## src/rtl/router_fsm.sv

```systemverilog
`default_nettype none
// ============================================================================
//  Module   : router_fsm
//  Purpose  : Packet-level control FSM for a 1x3 router. Tracks the header,
//             payload and parity phases of each incoming packet, picks the
//             destination FIFO, and drives load strobes / write enable to the
//             register and sync blocks. Handles destination-busy waiting,
//             FIFO-full back-pressure and per-FIFO soft-reset abort.
//  Revision : 1.0  initial release
// ----------------------------------------------------------------------------
//  Ports
//    clock          in  system clock, rising edge
//    resetn         in  asynchronous active-low reset
//    pkt_valid      in  header/payload bytes present on input bus
//    data_in[1:0]   in  header address field
//    fifo_full      in  full flag of addressed FIFO
//    fifo_empty_0/1/2  in  per-FIFO empty flags
//    soft_reset_0/1/2  in  per-FIFO timeout abort pulses
//    parity_done    in  parity byte loaded by register block
//    low_pkt_valid  in  pkt_valid fell while FIFO was full
//    detect_add     out header cycle, sync block latches address
//    lfd_state      out load-first-data strobe
//    ld_state       out load-payload strobe
//    laf_state      out load-after-full strobe
//    full_state     out destination full, input stalled
//    write_enb_reg  out write-enable request to sync block
//    rst_int_reg    out clear internal parity-error register
//    busy           out source must hold input byte
// ============================================================================
module router_fsm (
  input  logic       clock,
  input  logic       resetn,
  input  logic       pkt_valid,
  input  logic [1:0] data_in,
  input  logic       fifo_full,
  input  logic       fifo_empty_0,
  input  logic       fifo_empty_1,
  input  logic       fifo_empty_2,
  input  logic       soft_reset_0,
  input  logic       soft_reset_1,
  input  logic       soft_reset_2,
  input  logic       parity_done,
  input  logic       low_pkt_valid,
  output logic       detect_add,
  output logic       lfd_state,
  output logic       ld_state,
  output logic       laf_state,
  output logic       full_state,
  output logic       write_enb_reg,
  output logic       rst_int_reg,
  output logic       busy
);

  typedef enum logic [2:0] {
    DECODE_ADDRESS     = 3'd0,
    LOAD_FIRST_DATA    = 3'd1,
    LOAD_DATA          = 3'd2,
    LOAD_PARITY        = 3'd3,
    FIFO_FULL_STATE    = 3'd4,
    LOAD_AFTER_FULL    = 3'd5,
    WAIT_TILL_EMPTY    = 3'd6,
    CHECK_PARITY_ERROR = 3'd7
  } state_t;

  state_t     state_q, state_d;
  logic [1:0] addr_q, addr_d;

  // Address 3 is not a valid destination; bit 3 of these vectors is tied
  // low so a 2-bit index never falls outside the vector.
  logic [3:0] empty_vec;
  logic [3:0] sreset_vec;
  logic       hdr_valid;
  logic       abort;

  assign empty_vec  = {1'b0, fifo_empty_2, fifo_empty_1, fifo_empty_0};
  assign sreset_vec = {1'b0, soft_reset_2, soft_reset_1, soft_reset_0};
  assign hdr_valid  = pkt_valid && (data_in != 2'd3);
  // Only the FIFO this packet is bound to may abort it.
  assign abort      = sreset_vec[addr_q];

  always_ff @(posedge clock or negedge resetn) begin
    if (!resetn) begin
      state_q <= DECODE_ADDRESS;
      addr_q  <= 2'd0;
    end else begin
      state_q <= state_d;
      addr_q  <= addr_d;
    end
  end

  always_comb begin
    state_d       = state_q;
    addr_d        = addr_q;
    detect_add    = 1'b0;
    lfd_state     = 1'b0;
    ld_state      = 1'b0;
    laf_state     = 1'b0;
    full_state    = 1'b0;
    write_enb_reg = 1'b0;
    rst_int_reg   = 1'b0;
    busy          = 1'b0;

    case (state_q)
      DECODE_ADDRESS: begin
        detect_add = 1'b1;
        if (hdr_valid) begin
          addr_d  = data_in;
          // Destination chosen from the live header, not the stale addr_q.
          state_d = empty_vec[data_in] ? LOAD_FIRST_DATA : WAIT_TILL_EMPTY;
        end
      end
      LOAD_FIRST_DATA: begin
        lfd_state = 1'b1;
        busy      = 1'b1;
        state_d   = LOAD_DATA;
      end
      LOAD_DATA: begin
        ld_state      = 1'b1;
        write_enb_reg = 1'b1;
        if (fifo_full)       state_d = FIFO_FULL_STATE;
        else if (!pkt_valid) state_d = LOAD_PARITY;
      end
      FIFO_FULL_STATE: begin
        full_state = 1'b1;
        busy       = 1'b1;
        if (!fifo_full) state_d = LOAD_AFTER_FULL;
      end
      LOAD_AFTER_FULL: begin
        laf_state     = 1'b1;
        write_enb_reg = 1'b1;
        busy          = 1'b1;
        if (parity_done)        state_d = DECODE_ADDRESS;
        else if (low_pkt_valid) state_d = LOAD_PARITY;
        else                    state_d = LOAD_DATA;
      end
      LOAD_PARITY: begin
        write_enb_reg = 1'b1;
        busy          = 1'b1;
        state_d       = CHECK_PARITY_ERROR;
      end
      CHECK_PARITY_ERROR: begin
        rst_int_reg = 1'b1;
        busy        = 1'b1;
        state_d     = fifo_full ? FIFO_FULL_STATE : DECODE_ADDRESS;
      end
      WAIT_TILL_EMPTY: begin
        busy = 1'b1;
        if (empty_vec[addr_q]) state_d = LOAD_FIRST_DATA;
      end
      default: state_d = DECODE_ADDRESS;
    endcase

    // Soft-reset abort takes priority over every transition above.
    if ((state_q != DECODE_ADDRESS) && abort) state_d = DECODE_ADDRESS;
  end

endmodule
`default_nettype wire
```

## config.mk

```make
export PLATFORM = sky130hd
export DESIGN_NAME = router_fsm
export DESIGN_NICKNAME = d
export VERILOG_FILES = /design/src/rtl/router_fsm.sv
export SDC_FILE = /design/constraint.sdc
export NUM_CORES = 1
export LEC_CHECK = 0
export BUFFER_PORTS_ARGS = -buffer_cell sky130_fd_sc_hd__buf_2
export CAP_MARGIN = 20
export CELL_PAD_IN_SITES_DETAIL_PLACEMENT = 1
export CELL_PAD_IN_SITES_GLOBAL_PLACEMENT = 1
export CORE_UTILIZATION = 37
export CTS_BUF_LIST = sky130_fd_sc_hd__clkbuf_4 sky130_fd_sc_hd__clkbuf_8
export DETAILED_ROUTE_END_ITERATION = 6
export PLACE_DENSITY_LB_ADDON = 0.1
export REMOVE_ABC_BUFFERS = 1
export SLEW_MARGIN = 15
export SYNTH_ARGS = -nofsm -noshare
export SYNTH_HDL_FRONTEND = slang
export SYNTH_SLANG_ARGS = --single-unit
```

## constraint.sdc

```tcl
create_clock -name clock -period 2.85 [get_ports clock]
set_clock_uncertainty 0.1 [all_clocks]
set_input_delay 0.57 -clock clock [delete_from_list [all_inputs] [get_ports clock]]
set_output_delay 0.57 -clock clock [all_outputs]
set_load 0.005 [all_outputs]
```

* Word-level counts from Yosys, hierarchy flattened
Index checks and enable logic that the tools add are counted.
** Storage, ports and cells
- Register bits :: 5
** Operators by class
- Order comparisons :: 2
- Equality and inequality tests :: 12
- Mux-type cells :: 25
- Reduce and logical (&&, ||, !) cells :: 8
** Operators with widths (number)
- $mux 3 :: 8
- $pmux 3 s8 :: 1
- $eq 3x3->1 const B :: 4
- $mux 1 :: 12
- $ne 3x3->1 const B :: 3
- $bmux 1 s2 :: 3
- $eq 3x2->1 const B :: 2
- $lt 2x3->1 const B :: 2
- $reduce_or 6->1 :: 1
- $ne 4x4->1 const B :: 1
- $reduce_and 4->1 :: 1
- $eq 3x1->1 const B :: 1
- $logic_not 3->1 :: 1
- $reduce_bool 3->1 :: 1
- $reduce_or 3->1 :: 1
- $logic_and 1x1->1 :: 2
- $mux 2 :: 1
- $ne 2x2->1 const B :: 1
- $reduce_and 2->1 :: 1

* Logic depth before layout (Yosys ltp)
Gate-level depths: netlist of run 1.
- Depth after elaboration :: 6
- Depth in mapped cells :: 5
- Gate-level depth less buffers :: 4

* Worst setup path after synthesis of run 1
No wires, ideal clock.
- Path type :: register to output
- Start point :: register state_q[1]
- End point :: output port write_enb_reg
- Arrival :: 0.959 ns
- Data required time :: 2.180 ns
- Path slack :: 1.221 ns
- Stages on the path, launching flop included :: 4
- Buffers on the path :: 2
- Cell sequence :: dfrtp_1 > buf_6 > clkbuf_1 > mux2i_1
** On the way
- Cells in the longest elaborated chain, start to end :: 3
** Ends and longest elaborated chain
- start, declared :: line 65 : state_t state_q, state_d;
- start signal, assigned :: line 86 : state_q <= state_d;
- $eq 3x3->1 / $eq 3x2->1 (equally long branches) :: line 103 : case (state_q)
- $reduce_or 3->1 (no source line) *
- $mux 1 * :: line 103
- end, declared :: line 49 : output logic write_enb_reg,
Mark *: on every way between the ends. The rest lies on a longest branch, timed or not.

* Worst setup path after layout of run 1
- Start point :: register state_q[1]
- End point :: output port detect_add
** On the way
- Cells in the longest elaborated chain, start to end :: 2
** Ends and longest elaborated chain
- $logic_not 3->1 :: line 103
- $mux 1 :: line 103
- end, declared :: line 44 : output logic detect_add,
Every way passes these cells.

==> summary.txt, run 1 <==
Synthesis
  – Seq/Total Area, Yosys: a little under a quarter
  – Synth Register Bits: 5
  – Synth Cell Area: between 500 and 600 um2
  – Main synth FF type: dfrtp_1
  – Synth warn: 0
  – Async S/R FF share, synth: 100%
  – Avg Synthesized Cell Area: about 8.8 um2
  – Mapped Cells: 59
  – Yosys top cell area share: 24.0%
  – Synth area leader: dfrtp_1
  – Number of synthesized flops with an enable pin: 0
  – Synth top area cells: dfrtp_1 (24%), mux2i_1 (7.7%), mux2_1 (4.3%), mux2_2 (4.3%), o21ai_0 (3.8%)
  – Post-synth cell types: 32

Placement
  – Dpl hpwl: 1070 um
  – GP Congestion: 0.742
  – IO Port Bufs: 21

GRT
  – Gr usage total: 19.4%
  – Pin count of the biggest net entering global routing: 18
  – GRT overflow: 0
  – Initial antenna violation count: 0
  – First-pass GRT wire length: 2010 um
  – Vias in the first global route: about 460

Power and ir drop
  – Power Total: 0.663 mW
  – Internal: 0.365 mW
  – Switching portion of total power: 45.0%
  – LEAKAGE: 0.312 nW
  – Switching power: slightly below 0.3 mW
  – Clk pwr share: 13.6%
  – Max IR drop VDD: 0.475 mV
  – Sequential Power Share: approximately 31%
  – Gate power share: 55.6%
  – PD cells: 1020 nW/um2

Routing
  – Average via count per standard cell: 5.55
  – DR WL/cell: 14.1 um
  – Iter 0 DRT Violations: 9
  – First drt pass iteration count: 4
  – Via count: around 530
  – DRC viols: 0
  – Routed Antenna Nets: 0
  – Routed WL: around 1300 um

Worst setup path
  – R2R depth: 4
  – Worst reg2reg path endpoint: state_q[1]
  – Crit path required time: 2.18 ns
  – Crit-path slowest cell: dfrtp_1
  – Startpoint Class: flop
  – Peak per-stage delay on the critical path: 0.57 ns
  – Internal reg-to-reg setup slack: 0.95 ns
  – Worst path arrival time: between 1 and 1.5 ns
  – Worst r2r src: state_q[1]
  – Worst-path cell chain: nor3_4 -> buf_2
  – Worst Setup End Kind: output port
  – Max FO, Critical Path: 17
  – CP Class: flop to output port

Timing
  – # setup viols final: 0
  – Crit share post-route: a little over 70%
  – RSZ-0062 raised after global routing: false
  – Tightest Pin Transition: 0.536 ns
  – Max-slew violation count: 0
  – Hold Fails Final Rpt: 0
  – Fmax: ~490 MHz
  – Max-slew headroom at the worst pin: 64.3%
  – Setup TNS Final: 0 ns
  – Fin crit period: 2.06 ns

Layout
  – Post-layout net count: 95
  – Commonest non-fill, non-tap cell in the layout: buf_2
  – Most frequent cells in the layout: buf_2 (21), nand2_1 (5), nor2_1 (5), dfrtp_1 (5)
  – Diode count: 0
  – Fill count: 173
  – P&R area growth vs syn: 24.7%
  – Util after Layout: 50.0%
  – Share of post-route cells with drive strength above 1: 38.8%

Worst hold path
  – HP Class: input port to asynchronous set/reset pin

CTS
  – Root Buffer Master: clkbuf_4
  – Clock transition at the registers of the reported paths: 0.05 ns
  – CTS sink cnt: 5
  – Post-CTS Setup Inserts: 0
  – CTS Buf Count: 3
  – Clk Latency, worst-skew pair: approximately 0.24 ns
  – Post-cts resize count: 0
  – CTS tree: built
  – Max clock buf depth: 2
  – Htree depth: 1
  – Post-CTS Hold Fix Bufs: 0

Status
  – Status: complete, no violations

Job
  – Max cap viols: 0

Die
  – Height of the die: 39.6 um
  – Die X-Extent: between 30 and 40 um
  – Die area: around 1600 um2
  – IO Pins: 22
  – FP Rows: 13
  – Initial Util: about two fifths
  – Core footprint: between 1000 and 1500 um2
[kinds of logic after synthesis]
| logic type | count (synthesis) | share of synthesized area [%] |
|---|---|---|
| AO/OA/AOI/OAI | 16 | 22.3 |
| AND/OR/NAND/NOR | 24 | 31.2 |
| multiplexers | 8 | 16.3 |
| flip-flops | 5 | 24.0 |
| buffers and inverters | 6 | 6.23 |
[stage by stage]
| step | instances | worst slack [ns] | instance area (um2) | hold slack (ns) |
|---|---|---|---|---|
| after floorplan | 55 | 1.13 | 497 | 0.174 |
| after global placement | 91 | 0.949 | 621 | 0.288 |
| after detailed placement | 91 | 0.975 | 621 | 0.282 |
| after CTS | 95 | 0.786 | 651 | 0.0228 |
| after global routing | 95 | 0.696 | 651 | 0.0201 |
| final | 95 | 0.792 | 651 | 0.0279 |
[worst max path at each step]
stage | from | endpoint | slack [ns] | depth (start not counted)
detailed placement | state_q[1] | state_q[1] | 0.97 | 4
CTS | state_q[1] | detect_add | 0.79 | 2
global placement | state_q[1] | state_q[1] | 0.95 | 4
finish | state_q[1] | detect_add | 0.79 | 2
global route | state_q[2] | full_state | 0.70 | 3
floorplan | state_q[1] | state_q[1] | 1.13 | 4
[cell type report]
type                    instances  area, um2  area share [%]
clock buffers                   4       30.0            4.62
inverters                       2       7.51            1.15
multi-input cells              48        364            56.0
flip-flops and latches          5        125            19.2
well taps                      15       18.8            2.88
repair buffers                 21        105            16.2
[sequential cells by signal (all words and copies together) (netlist names)]
register  cells
addr_q        2
state_q       3
[synthesized netlist by cell type, types with 2 or more instances]
library cell  count
buf_2             2
nor2b_1           3
nor2_1            5
o21ai_0           4
a211oi_1          2
nand2_1           5
and3b_1           2
mux2_2            2
mux2_1            2
mux2i_1           4
dfrtp_1           5
inv_1             2
nor3b_1           2
[power by group through the flow]
stage	registers, mW	logic (mW)	clock network (mW)
final	0.204	0.368	0.0901
after global routing	0.215	0.408	0.0984
after CTS	0.204	0.372	0.0939
after detailed placement	0.206	0.366	0
after global placement	0.203	0.366	0
after floorplan	0.178	0.266	0
[metal layers]
layer	share of wire, %	up-vias	global-route usage, %
li1	-	268	-
met1	48	249	25.5
met2	49	10	32.0
met3	2.9	0	5.11
met4	0	0	2.59
met5	0	-	0
[critical path, delay by kind of cell (launching register included)]
family | cells | cell delay (ns)
simple gates | 1 | 0.40
buf+inv | 1 | 0.18
flops | 1 | 0.57
(Power assumes the default switching activity.)
==> run 2, diff against run 1 <==
Settings changed: CORE_UTILIZATION 37 to 34.
Clock period 2.85 ns to 2.1 ns, I/O delays scaled along.
==> summary.txt, run 2 (same netlist as run 1, synthesis figures left out) <==
Status
  – Status: complete, no violations

Worst setup path
  – Worst reg2reg path endpoint: state_q[1]
  – Max FO, Critical Path: 12
  – Worst r2r src: state_q[0]
  – Internal reg-to-reg setup slack: 0.35 ns
  – Worst path arrival time: around 1.3 ns
  – CP Class: flop to output port
  – Startpoint Class: flop
  – R2R depth: 4
  – Crit path required time: roughly 1.6 ns
  – Worst Setup End Kind: output port

Routing
  – Routed WL: 1310 um
  – Iter 0 DRT Violations: 6
  – DRC viols: 0
  – Via count: 540
  – Average via count per standard cell: 5.57
  – DR WL/cell: 13.5 um
  – First drt pass iteration count: 4
  – Routed Antenna Nets: 0

Layout
  – Diode count: 0
  – Post-layout net count: 97
  – Util after Layout: 48.9%
  – Final instance area: between 600 and 700 um2
  – P&R area growth vs syn: 28.1%
  – Most frequent cells in the layout: buf_2 (21), nand2_1 (5), nor2_1 (5), dfrtp_1 (5)
  – Share of post-route cells with drive strength above 1: 39.0%
  – Most flops, register: state_q
  – Top Registers: state_q x3, addr_q x2
  – Fin cells: 97
  – Commonest non-fill, non-tap cell in the layout: buf_2
  – Max reg flops: 3

Timing
  – Tightest Pin Transition: just over 0.4 ns
  – Hold Fails Final Rpt: 0
  – Fin crit period: 1.84 ns
  – Fmax: about 540 MHz
  – Setup TNS Final: 0 ns
  – RSZ-0062 raised after global routing: false
  – Final Worst Setup Slack: around 0.26 ns
  – Crit share post-route: 87.6%
  – Hold WS: 0.364 ns
  – Max-slew headroom at the worst pin: 73.2%
  – Max-slew violation count: 0
  – # setup viols final: 0

Worst hold path
  – Worst hold path startpoint: data_in[0]
  – Hold Path Depth: 2
  – HP Class: input port to flop
  – Hold Path Sink: addr_q[0]

CTS
  – CTS sink cnt: 5
  – CTS tree: built
  – Max clock buf depth: 2
  – Htree depth: 1
  – Root Buffer Master: clkbuf_4
  – Clock transition at the registers of the reported paths: ~0.050 ns
  – Post-CTS Setup Inserts: 0
  – Clk Latency, worst-skew pair: around 0.24 ns
  – CTS Buf Count: 3

Die
  – Initial Util: 38.2%
  – Height of the die: 41.2 um
  – Die X-Extent: 41.2 um
  – IO Pins: 22
  – Die area: 1700 um2
  – FP Rows: 13
  – Core footprint: 1370 um2

Placement
  – Pre-CTS WS: 0.365 ns
  – GP Congestion: ~0.75
  – Placed cells: 92
  – IO Port Bufs: 21
  – DP Area: 628 um2

GRT
  – Pin count of the biggest net entering global routing: 17
  – Initial antenna violation count: 0
  – Vias in the first global route: 462
  – Met2 Usage GRT: 26.6%
  – Busiest grt layer: met1
  – Met1 Track Usage GR: between 20 and 30%
  – M3 GR Usage: 4.89%
  – GRT overflow: 0
  – Gr usage total: 19.1%
  – First-pass GRT wire length: 2020 um

Power and ir drop
  – Power Total: between 0.9 and 1 mW
  – PD cells: 1360 nW/um2
  – LEAKAGE: 0.322 nW
  – Max IR drop VDD: 0.863 mV

Job
  – Max cap viols: 0
==> run 2: power by group <==
part	leakage (nW)	internal, mW	total, mW	switching [mW]
registers	0.0617	0.144	0.243	0.0997
clock network	0.0184	0.0847	0.125	0.0400
logic	0.241	0.279	0.542	0.263
==> run 2: how the worst max path moves through the flow <==
stage / from / to / depth (start not counted)
finish: state_q[2] / full_state / 3
global route: state_q[2] / full_state / 3
CTS: state_q[2] / full_state / 3
detailed placement: state_q[0] / state_q[1] / 4
global placement: state_q[0] / state_q[1] / 4
floorplan: state_q[1] / state_q[1] / 4
==> run 2: area by class of cell <==
type | count | area [um2]
sequential | 5 | 125
multi-input combinational | 48 | 364
inverter | 2 | 7.51
clock buffer | 4 | 30.0
tap | 15 | 18.8
fill | 172 | 698
timing repair buffer | 23 | 123
==> run 2: worst max-delay path: stages (launching register included) <==
cell and delay (ns):
dfrtp_1 0.58, nor2b_1 0.24, nor2b_1 0.14, buf_2 0.11
==> run 2: per-layer routing <==
metal  part of all wire, %  wire length, um
met1                    53              690
met2                    44              570
met3                   3.6               47
met4                     0                0
met5                     0                0
==> run 2: timing repair <==
action | CTS | global route
hold endpoints to repair | 5 | 0
hold buffers | 1 | 0
endpoints found under the setup margin | 0 | 0
resized for setup | 0 | 0
